--- src/rtl/led_shifter_pkg.sv ---
// Shared types and defaults for the LED shifter sequencing logic.
package led_shifter_pkg;

  typedef enum logic [1:0] {
    ST_LIVE  = 2'd0,
    ST_SHOW  = 2'd1,
    ST_BLANK = 2'd2,
    ST_DRAIN = 2'd3
  } state_e;

  localparam int unsigned DEFAULT_PAGES        = 2;
  localparam int unsigned DEFAULT_DWELL_CYCLES = 50_000_000;
  localparam int unsigned DEFAULT_BLANK_CYCLES = 25_000_000;
  localparam int unsigned DEFAULT_QDEPTH       = 4;

  function automatic int unsigned max_u(input int unsigned a, input int unsigned b);
    return (a > b) ? a : b;
  endfunction

  // Page index width; a single page still needs one bit.
  function automatic int unsigned page_w(input int unsigned pages);
    return (pages > 1) ? $clog2(pages) : 1;
  endfunction

endpackage

--- src/rtl/cmd_fifo.sv ---
// 1-bit wide synchronous FIFO holding pending shift requests (show-ahead output).
module cmd_fifo #(
  parameter int unsigned DEPTH = 4
) (
  input  logic                    clk,
  input  logic                    async_nreset,
  input  logic                    push,
  input  logic                    pop,
  input  logic                    din,
  output logic                    dout,
  output logic [$clog2(DEPTH):0]  count,
  output logic                    full,
  output logic                    empty
);

  localparam int unsigned AW = $clog2(DEPTH);
  localparam int unsigned CW = AW + 1;

  logic [DEPTH-1:0] mem_q, mem_d;
  logic [AW-1:0]    wr_q, wr_d;
  logic [AW-1:0]    rd_q, rd_d;
  logic [CW-1:0]    count_q, count_d;
  logic             do_push, do_pop;

  assign full  = (count_q == CW'(DEPTH));
  assign empty = (count_q == '0);
  assign count = count_q;
  assign dout  = mem_q[rd_q];

  // Next-state for storage, pointers and occupancy; a pop frees a slot for a same-cycle push.
  always_comb begin
    do_pop  = pop & ~empty;
    do_push = push & (~full | do_pop);
    mem_d   = mem_q;
    wr_d    = wr_q;
    rd_d    = rd_q;
    count_d = count_q;
    if (do_push) begin
      mem_d[wr_q] = din;
      wr_d        = wr_q + AW'(1);
    end
    if (do_pop) begin
      rd_d = rd_q + AW'(1);
    end
    case ({do_push, do_pop})
      2'b10:   count_d = count_q + CW'(1);
      2'b01:   count_d = count_q - CW'(1);
      default: count_d = count_q;
    endcase
  end

  // FIFO state registers.
  always_ff @(posedge clk or negedge async_nreset) begin
    if (!async_nreset) begin
      mem_q   <= '0;
      wr_q    <= '0;
      rd_q    <= '0;
      count_q <= '0;
    end else begin
      mem_q   <= mem_d;
      wr_q    <= wr_d;
      rd_q    <= rd_d;
      count_q <= count_d;
    end
  end

endmodule

--- src/rtl/history_display_sequencer.sv ---
// Sequences live shifts, timed history-page display and replay of shifts queued while in history mode.
module history_display_sequencer
  import led_shifter_pkg::*;
#(
  parameter int unsigned PAGES        = DEFAULT_PAGES,
  parameter int unsigned DWELL_CYCLES = DEFAULT_DWELL_CYCLES,
  parameter int unsigned BLANK_CYCLES = DEFAULT_BLANK_CYCLES,
  parameter int unsigned QDEPTH       = DEFAULT_QDEPTH
) (
  input  logic                        clk,
  input  logic                        async_nreset,
  input  logic                        button0_re,
  input  logic                        button1_re,
  input  logic                        show_history_deb,
  output logic                        shift_en,
  output logic                        shift_bit,
  output logic                        display_hist,
  output logic [page_w(PAGES)-1:0]    page_sel,
  output logic                        blank,
  output logic [$clog2(QDEPTH):0]     q_count,
  output logic                        overflow
);

  localparam int unsigned PW = page_w(PAGES);
  localparam int unsigned CW = $clog2(max_u(DWELL_CYCLES, BLANK_CYCLES));

  localparam logic [PW-1:0] PAGE_LAST  = PW'(PAGES - 1);
  localparam logic [CW-1:0] DWELL_LAST = CW'(DWELL_CYCLES - 1);
  localparam logic [CW-1:0] BLANK_LAST = CW'(BLANK_CYCLES - 1);

  state_e        state_q, state_d;
  logic [CW-1:0] cnt_q, cnt_d;
  logic [PW-1:0] page_q, page_d;
  logic          shift_en_q, shift_en_d;
  logic          shift_bit_q, shift_bit_d;
  logic          display_hist_q, display_hist_d;
  logic          blank_q, blank_d;
  logic          overflow_q, overflow_d;

  logic req, req_bit;
  logic push_req, fifo_push, fifo_pop;
  logic fifo_dout, fifo_full, fifo_empty;

  // button0 has priority: a double press is a single request for a 0.
  assign req     = button0_re | button1_re;
  assign req_bit = ~button0_re;

  cmd_fifo #(
    .DEPTH (QDEPTH)
  ) u_cmd_fifo (
    .clk          (clk),
    .async_nreset (async_nreset),
    .push         (fifo_push),
    .pop          (fifo_pop),
    .din          (req_bit),
    .dout         (fifo_dout),
    .count        (q_count),
    .full         (fifo_full),
    .empty        (fifo_empty)
  );

  // Mode sequencing, dwell/page counting and request routing; all outputs take their next value here.
  always_comb begin
    state_d        = state_q;
    cnt_d          = cnt_q;
    page_d         = page_q;
    shift_en_d     = 1'b0;
    shift_bit_d    = 1'b0;
    display_hist_d = display_hist_q;
    blank_d        = blank_q;
    push_req       = 1'b0;
    fifo_pop       = 1'b0;

    case (state_q)
      ST_LIVE: begin
        if (req) begin
          if (fifo_empty) begin
            shift_en_d  = 1'b1;
            shift_bit_d = req_bit;
          end else begin
            push_req = 1'b1;
          end
        end
        if (show_history_deb) begin
          state_d        = ST_SHOW;
          cnt_d          = '0;
          page_d         = '0;
          display_hist_d = 1'b1;
          blank_d        = 1'b0;
        end
      end

      ST_SHOW, ST_BLANK: begin
        push_req = req;
        if (!show_history_deb) begin
          // A request arriving with the release still counts as queued, so it forces a drain.
          state_d        = (!fifo_empty || req) ? ST_DRAIN : ST_LIVE;
          cnt_d          = '0;
          page_d         = '0;
          display_hist_d = 1'b0;
          blank_d        = 1'b0;
        end else if (state_q == ST_SHOW) begin
          if (cnt_q == DWELL_LAST) begin
            cnt_d = '0;
            if (page_q == PAGE_LAST) begin
              state_d = ST_BLANK;
              blank_d = 1'b1;
            end else begin
              page_d = page_q + PW'(1);
            end
          end else begin
            cnt_d = cnt_q + CW'(1);
          end
        end else begin
          if (cnt_q == BLANK_LAST) begin
            state_d = ST_SHOW;
            cnt_d   = '0;
            page_d  = '0;
            blank_d = 1'b0;
          end else begin
            cnt_d = cnt_q + CW'(1);
          end
        end
      end

      ST_DRAIN: begin
        push_req = req;
        if (show_history_deb) begin
          state_d        = ST_SHOW;
          cnt_d          = '0;
          page_d         = '0;
          display_hist_d = 1'b1;
          blank_d        = 1'b0;
        end else if (!fifo_empty) begin
          fifo_pop    = 1'b1;
          shift_en_d  = 1'b1;
          shift_bit_d = fifo_dout;
        end else if (!req) begin
          state_d = ST_LIVE;
        end
      end

      default: state_d = ST_LIVE;
    endcase

    fifo_push  = push_req & (~fifo_full | fifo_pop);
    overflow_d = overflow_q | (push_req & fifo_full & ~fifo_pop);
    // LIVE is only ever entered with an empty queue, which is when the drop flag is retired.
    if ((state_d == ST_LIVE) && (state_q != ST_LIVE)) begin
      overflow_d = 1'b0;
    end
  end

  // FSM state and registered outputs.
  always_ff @(posedge clk or negedge async_nreset) begin
    if (!async_nreset) begin
      state_q        <= ST_LIVE;
      cnt_q          <= '0;
      page_q         <= '0;
      shift_en_q     <= 1'b0;
      shift_bit_q    <= 1'b0;
      display_hist_q <= 1'b0;
      blank_q        <= 1'b0;
      overflow_q     <= 1'b0;
    end else begin
      state_q        <= state_d;
      cnt_q          <= cnt_d;
      page_q         <= page_d;
      shift_en_q     <= shift_en_d;
      shift_bit_q    <= shift_bit_d;
      display_hist_q <= display_hist_d;
      blank_q        <= blank_d;
      overflow_q     <= overflow_d;
    end
  end

  assign shift_en     = shift_en_q;
  assign shift_bit    = shift_bit_q;
  assign display_hist = display_hist_q;
  assign page_sel     = page_q;
  assign blank        = blank_q;
  assign overflow     = overflow_q;

endmodule

--- config.mk ---
export PLATFORM = sky130hd
export DESIGN_NAME = history_display_sequencer
export DESIGN_NICKNAME = d
export VERILOG_FILES = /design/src/rtl/led_shifter_pkg.sv /design/src/rtl/cmd_fifo.sv /design/src/rtl/history_display_sequencer.sv
export SDC_FILE = /design/constraint.sdc
export NUM_CORES = 1
export LEC_CHECK = 0
export BUFFER_PORTS_ARGS = -buffer_cell sky130_fd_sc_hd__buf_2
export CORE_ASPECT_RATIO = 1.25
export CORE_MARGIN = 2
export CORE_UTILIZATION = 40
export CTS_CLUSTER_SIZE = 12
export DETAILED_ROUTE_END_ITERATION = 10
export PLACE_DENSITY = 0.68
export RECOVER_POWER = 100
export SYNTH_ARGS = -nofsm -noshare
export SYNTH_HDL_FRONTEND = slang
export SYNTH_SLANG_ARGS = --single-unit
export TNS_END_PERCENT = 20
--- constraint.sdc ---
create_clock -name clk -period 3.1 [get_ports clk]
set_clock_uncertainty 0.2 [all_clocks]
set_input_delay 0.465 -clock clk [delete_from_list [all_inputs] [get_ports clk]]
set_output_delay 0.465 -clock clk [all_outputs]
set_load 0.02 [all_outputs]
==> impl_metrics.tcl, run 1 <==
set metrics [dict create \
    async_reset_ff_frac 1.00 \
    grt_pass1_vias 2246 \
    routedWlPerCell_um 14.6 \
    leakage_nw 1.19 \
    dpl-instance-area_um2 2800 \
    cts.sinks 45 \
    cp.required_ns 3.09 \
    synth_commonest_cells "45 x dfrtp_1, 36 x nand2_1, 22 x nand3_1, 21 x nor2_1, 20 x a21oi_1" \
    end_kind "flip-flop" \
    syn-num-nets 317 \
    worst_skew_pair.late_latency_ns 0.30 \
    yosys.area.top_type "dfrtp_1" \
    synth_cells 300 \
    htree_levels 2 \
    arrival_ns 2.81 \
    drive_above_1_share 0.0635 \
    drtIter0Drc 179 \
    synth-compound-area-share 0.165 \
    synth_top_area_share 0.426 \
    setup_viol 0 \
    layout.nets 332 \
    vias 2240 \
    slew_headroom 0.256 \
    route.met2.wl_mm 2.99 \
    place_congestion 0.842 \
    clkPwrFrac 0.171 \
    cp_max_fo 8 \
    track_usage 0.177 \
    crit_path_start_kind "flip-flop" \
    synth_top_family_by_area "simple AND/OR/NAND/NOR gates" \
    synth_seq_area_share 0.426 \
    ant_nets 0 \
    hold_class "in2async" \
    finalHoldViolations 0 \
    synthSimpleGateAreaFrac 0.243 \
    synth_area_leaders "dfrtp_1 43%, ha_1 5.2%, nand2_1 5.1%, nand3_1 4.2%, a21oi_1 3.8%" \
    startpoint "state_q[1]$_DFF_PN0_" \
    die_w_um 76.7 \
    antenna_found_initial 0 \
    power_frac_seq 0.380 \
    synth_seq_cells 45 \
    cp-endpoint "cnt_q[24]$_DFFE_PN0N_" \
    vdd_drop_max_v 0.000537 \
    cts_hold_buf 0 \
    synth_most_common_cell "dfrtp_1" \
    cts_setup_buffers 0 \
    post_cts_resized 0 \
    rsz0062_at_grt "false" \
    critPathKind "reg2reg" \
    pwr-share-comb 0.449 \
    yosysWarnings 0 \
    dr_wl_met3_um 190 \
    gr-total-overflow 0 \
    worst_path_largest_cell_delay_ns 0.48 \
    finalHoldWorstSlack_ns 0.156 \
    num-fill-cells 648 \
    insertedDiodeCount 0 \
    cts_buffers 5 \
    r2r_slack_ns 0.29 \
    r2r_cells 9 \
    slew_violations 0 \
    cts_root_buf "clkbuf_8" \
    yosys.area_share.adder 0.0634 \
    ios 14 \
    grt_pass1_wl_mm 10.3 \
    rows 33 \
    drc 0 \
    synth.cell_area_um2 2640 \
    worst_path_most_repeated_cell "nand3_1" \
    p_per_area_nw_per_um2 766 \
    cap_violations 0 \
    area_growth_pct 7.90 \
    finalSetupTns_ns 0 \
    power.internal_w 0.00125 \
    crit_path_top_delay_cell "or4b_1" \
    dieArea_um2 7280 \
    synth.distinct_cells 48 \
    cts.clk_slew.worst_paths_ns 0.08 \
    clockBufferDepth 2 \
    status "complete, no violations" \
    grt_max_degree 46 \
    dr.pass1.iters 4 \
    start_util 0.408 \
    final_area_um2 2850 \
    power_switching_w 0.000940 \
    tightest_slew_ns 1.12 \
    synthXorXnorAreaFrac 0.0265 \
    yosys_most_used_dff "dfrtp_1" \
    r2r-end "cnt_q[24]$_DFFE_PN0N_" \
    muxShareOfSynthArea 0.0204 \
    timing.rr.start "state_q[1]$_DFF_PN0_" \
    wl_met1_mm 2.56 \
    swShare 0.430 \
    synth_edf_count 0 \
    port_buffers 13 \
    viasPerCell 5.57 \
    core_um2 6480 \
    routed_wl_mm 5.86 \
    die_h_um 94.9 \
    routed.top_layer "met4" \
    cts_tree "yes" \
    fin_crit_sh 0.908 \
    worstPathCellList "inv_1, ha_1, or4b_1, nor3_1, a41oi_1, nand3_1, clkbuf_1, or3_1, nand3_1" \
    syn_area_per_cell_um2 8.81 \
    dp_hpwl_mm 4.19 \
    max_freq_mhz 355 \
    period_needed_ns 2.81 \
]
## flip-flops by register name (all words and copies together) (netlist names), 2 cells and up
name	flops
state_q	2
u_cmd_fifo.wr_q	2
u_cmd_fifo.rd_q	2
cnt_q	26
u_cmd_fifo.mem_q	4
u_cmd_fifo.count	3
## per-stage QoR
step / utilization / setup slack (ns) / total power [W] / cells
after detailed placement: 0.431 / 0.193 / 0.00188 / 395
after floorplan: - / 0.638 / 0.00160 / 300
after CTS: 0.445 / 0.185 / 0.00225 / 402
after global routing: 0.440 / 0.128 / 0.00239 / 402
final: 0.440 / 0.287 / 0.00219 / 402
after global placement: 0.431 / 0.326 / 0.00184 / 395
## cell type report
type,count,area [µm²],area share
timing repair buffer,21,95.1,0.0333
multi-input combinational,225,1370,0.481
clock buffer,7,86.3,0.0303
inverter,17,63.8,0.0224
tap,87,109,0.0382
sequential,45,1130,0.395
## cells by family after synthesis
family	Yosys count
buffers and inverters	30
AOI/OAI and AO/OA	73
xor gates and xnor gates	8
DFF	45
adders and majority gates	13
and+or+nand+nor	127
muxes	4
## power groups by stage
stage / sequential (W) / combinational [W] / clock [W]
after detailed placement: 0.000840 / 0.00104 / 0
final: 0.000831 / 0.000982 / 0.000374
after floorplan: 0.000860 / 0.000738 / 0
after global routing: 0.000852 / 0.00113 / 0.000405
after global placement: 0.000833 / 0.00100 / 0
after CTS: 0.000830 / 0.00104 / 0.000381
## cell usage in the layout (no fill, tap or decap), types with 2 or more instances in the layout
cell type / synthesis / routed
a21o_1: 3 / 3
a21oi_1: 20 / 20
a31oi_1: 15 / 15
a41oi_1: 7 / 7
and2_1: 2 / 2
and3_1: 5 / 4
and4_1: 2 / 2
buf_2: 3 / 3
buf_4: 0 / 3
clkbuf_1: 5 / 15
clkbuf_8: 0 / 6
dfrtp_1: 45 / 45
ha_1: 11 / 11
inv_1: 17 / 17
mux2i_1: 2 / 2
nand2_1: 36 / 36
nand2b_1: 2 / 2
nand3_1: 22 / 22
nand3b_1: 2 / 2
nand4_1: 7 / 7
nor2_1: 21 / 21
nor3_1: 9 / 9
o21ai_0: 13 / 19
o21ai_1: 8 / 2
or3_1: 9 / 9
xnor2_1: 4 / 4
xor2_1: 4 / 4
## worst max-delay path: cells and delay by family, from the launching register on
family / cells / cell delay (ns)
AOI/OAI and AO/OA: 1 / 0.17
DFF: 1 / 0.43
buffers and inverters: 2 / 0.46
adders and majority gates: 1 / 0.23
and+or+nand+nor: 5 / 1.21
## worst min path at each step
stage                                                 end  cells after the start
after floorplan                         blank$_DFFE_PN0P_                      0
after global placement    u_cmd_fifo.mem_q[3]$_DFFE_PN0P_                      2
after detailed placement  u_cmd_fifo.mem_q[0]$_DFFE_PN0P_                      2
after CTS                           cnt_q[24]$_DFFE_PN0N_                      1
after global routing      u_cmd_fifo.mem_q[1]$_DFFE_PN0P_                      2
final                               cnt_q[24]$_DFFE_PN0N_                      1
## metal layers
layer	global-route usage	vias up
li1	-	1104
met1	0.206	1078
met2	0.317	48
met3	0.0315	10
met4	0.0833	0
met5	0	-
No activity file was read; power rests on OpenSTA's default activity.
==> inputs of run 2 (changes only) <==
--- a/config.mk
+++ b/config.mk
@@ -15,5 +15,6 @@
 export RECOVER_POWER = 100
 export SYNTH_ARGS = -nofsm -noshare
 export SYNTH_HDL_FRONTEND = slang
+export SYNTH_HIERARCHICAL = 1
 export SYNTH_SLANG_ARGS = --single-unit
 export TNS_END_PERCENT = 20
==> run 2 against run 1 <==
Hold slack improved by 0.014 ns. Cell count up 1.7%. Sequential power increased by 6.9%. Power increased by 14%. Highest routed layer unchanged. Register-to-register slack worse by 0.08 ns. Count of clock-buffer cells in the layout decreased by 2.
==> impl_metrics.tcl, run 2 <==
set metrics [dict create \
    synth_commonest_cells "45 x dfrtp_1, 26 x nand2_1, 16 x inv_1, 16 x nor2_1, 15 x nor3_1" \
    swShare 0.459 \
    rsz0062_at_grt "false" \
    drtIter0Drc 232 \
    dieArea_um2 7880 \
    power.internal_w 0.00135 \
    finalSetupTns_ns 0 \
    num-fill-cells 712 \
    cts_buffers 5 \
    status "complete, no violations" \
    period_needed_ns 2.89 \
    ant_nets 0 \
    cap_violations 0 \
    synth_top_area_share 0.392 \
    port_buffers 13 \
    synth_most_common_cell "dfrtp_1" \
    slew_headroom 0.236 \
    drive_above_1_share 0.100 \
    finalNonFillerCells 409 \
    critical_path.top_delay_family "simple AND/OR/NAND/NOR gates" \
    dp_hpwl_mm 4.72 \
    synth.distinct_cells 61 \
    yosysWarnings 6 \
    end_kind "flip-flop" \
    dr.pass1.iters 5 \
    gr-total-overflow 0 \
    crit_path_top_delay_cell "dfrtp_1" \
    layout_common_cells "45 x dfrtp_1, 26 x nand2_1, 16 x inv_1, 16 x nor2_1, 14 x nor3_1" \
    yosys_most_used_dff "dfrtp_1" \
    antenna_found_initial 0 \
    top_register "cnt_q" \
    viasPerCell 6.02 \
    worst_skew_pair.late_latency_ns 0.30 \
    grt_max_degree 46 \
    clockBufferDepth 2 \
    htree_levels 2 \
    worst_path_largest_cell_delay_ns 0.48 \
    routed_wl_mm 6.69 \
    cp.required_ns 3.14 \
    worst_slack_ns 0.212 \
    finalHoldWorstSlack_ns 0.169 \
    routedWlPerCell_um 16.4 \
    path_buf_inv 2 \
    cts.sinks 45 \
    placed_cells 400 \
    vdd_drop_max_v 0.000523 \
    insertedDiodeCount 0 \
    core_um2 6980 \
    synth_area_leaders "dfrtp_1 39%, ha_1 4.8%, nand2_1 3.4%, nor4_1 2.8%, o311ai_0 2.7%" \
    final_common_cell "dfrtp_1" \
    hold_class "in2async" \
    start_util 0.412 \
    synth.cell_area_um2 2870 \
    vias 2464 \
    cts_hold_buf 0 \
    place_ws_ns 0.0333 \
    rows 34 \
    fin_crit_sh 0.932 \
    track_usage 0.181 \
    yosys.area.top_type "dfrtp_1" \
    drc 0 \
    area_growth_pct 9.50 \
    clkPwrFrac 0.151 \
    cp_max_fo 5 \
    setup_viol 0 \
    synth_seq_area_share 0.392 \
    syn-num-nets 319 \
    synth_cells 302 \
    pwr-share-comb 0.492 \
    p_per_area_nw_per_um2 791 \
    async_reset_ff_frac 1.00 \
    critPathKind "reg2reg" \
    arrival_ns 2.93 \
    slew_violations 0 \
    final_util 0.451 \
    place_congestion 0.873 \
    syn_area_per_cell_um2 9.51 \
    grt_pass1_vias 2295 \
    synth_seq_cells 45 \
    synth_edf_count 0 \
    worstPathCellList "nor3_4, nor2_1, nand2_1, inv_1, nor4b_4, nand2b_2, ha_1, inv_1, fa_1, xor2_1, nor2_1, xor2_1" \
    ios 14 \
    crit_path_start_kind "flip-flop" \
    finalHoldViolations 0 \
    power_switching_w 0.00114 \
    layout.nets 335 \
    largest_reg_flops 26 \
    die_h_um 98.7 \
    leakage_nw 1.28 \
    max_freq_mhz 346 \
    cts_tree "yes" \
    cts.clk_slew.worst_paths_ns 0.09 \
    die_w_um 79.8 \
    power_frac_seq 0.357 \
    grt_pass1_wl_mm 11.3 \
    tightest_slew_ns 1.15 \
    cts_root_buf "clkbuf_8" \
]
==> run 2: cell count changes after synthesis, moves of 7 or more <==
cell and delta:
o21ai_1 -8, nand3_1 -13, a21oi_1 -11, a31oi_1 -14
nand2_1 -10, nor4_1 +12, o21a_1 +8, o311ai_0 +9
or3_1 -9, a41oi_1 -7, nor3b_1 +7
==> run 2: final cells by class <==
class,instances,area (µm²),area share
Sequential cell,45,1130,0.358
Tap cell,90,113,0.0358
Inverter,16,60.1,0.0191
Clock inverter,3,17.5,0.00557
Multi-Input combinational cell,225,1620,0.515
Timing Repair Buffer,25,139,0.0442
Clock buffer,5,68.8,0.0219
==> run 2: kinds of logic (layout without fill, tap and decap cells) <==
logic type / count (synthesis) / after routing / share of synthesized area
compound gates: 70 / 70 / 0.192
fa+ha+maj: 13 / 13 / 0.0584
mux: 7 / 7 / 0.0322
simple gates: 128 / 128 / 0.258
buf+inv: 32 / 49 / 0.0457
xor+xnor: 7 / 7 / 0.0214
flops: 45 / 45 / 0.392
==> run 2: worst register-to-register path: stages, from the launching register on <==
cell and delay [ns]:
dfrtp_1 0.48, nor3_4 0.30, nor2_1 0.07, nand2_1 0.13, inv_1 0.11, nor4b_4 0.30
nand2b_2 0.21, ha_1 0.20, inv_1 0.07, fa_1 0.37, xor2_1 0.15, nor2_1 0.11
xor2_1 0.14
==> run 2: path summary, 6_finish.rpt <==
check | endpoint | slack (ns) | depth (start not counted) | start
min in group clk | state_q[0]$_DFF_PN0_ | 0.27 | 3 | show_history_deb
worst max register to register | u_cmd_fifo/count[2]$_DFFE_PN0P_ | 0.21 | 12 | u_cmd_fifo/count[1]$_DFFE_PN0P_
worst min register to register | u_cmd_fifo/rd_q[1]$_DFFE_PN0P_ | 0.28 | 1 | u_cmd_fifo/rd_q[1]$_DFFE_PN0P_
worst max-delay path | u_cmd_fifo/count[2]$_DFFE_PN0P_ | 0.21 | 12 | u_cmd_fifo/count[1]$_DFFE_PN0P_
worst min-delay path | display_hist$_DFFE_PN0P_ | 0.17 | 1 | async_nreset
max in group asynchronous | cnt_q[12]$_DFFE_PN0N_ | 1.83 | 1 | async_nreset
==> run 2: routing by layer <==
layer | track usage | vias to the layer above | part of all wire
li1 | - | 1172 | -
met1 | 0.238 | 1222 | 0.44
met2 | 0.303 | 59 | 0.51
met3 | 0.0302 | 11 | 0.036
met4 | 0.0600 | 0 | 0.019
met5 | 0 | - | 0
==> run 2: power by group through the flow <==
| stage | registers (W) | clock network, W | logic, W |
|---|---|---|---|
| floorplan | 0.000925 | 0 | 0.000833 |
| CTS | 0.000877 | 0.000381 | 0.00127 |
| detailed placement | 0.000886 | 0 | 0.00126 |
| global route | 0.000912 | 0.000401 | 0.00137 |
| global placement | 0.000880 | 0 | 0.00124 |
| finish | 0.000888 | 0.000376 | 0.00122 |
==> run 2: stage by stage <==
stage / total power, W / cell area (µm²)
2_1_floorplan: 0.00176 / 2870
3_3_place_gp: 0.00212 / 3070
3_5_place_dp: 0.00215 / 3070
4_1_cts: 0.00252 / 3160
5_1_grt: 0.00268 / 3140
6_report: 0.00249 / 3140
==> run 2: what timing repair did <==
| action | CTS | global route |
|---|---|---|
| endpoints found under the hold margin | 0 | 0 |
| gates resized for setup | 0 | 2 |
| buffers inserted | 0 | 1 |
| endpoints found under the setup margin | 0 | 2 |
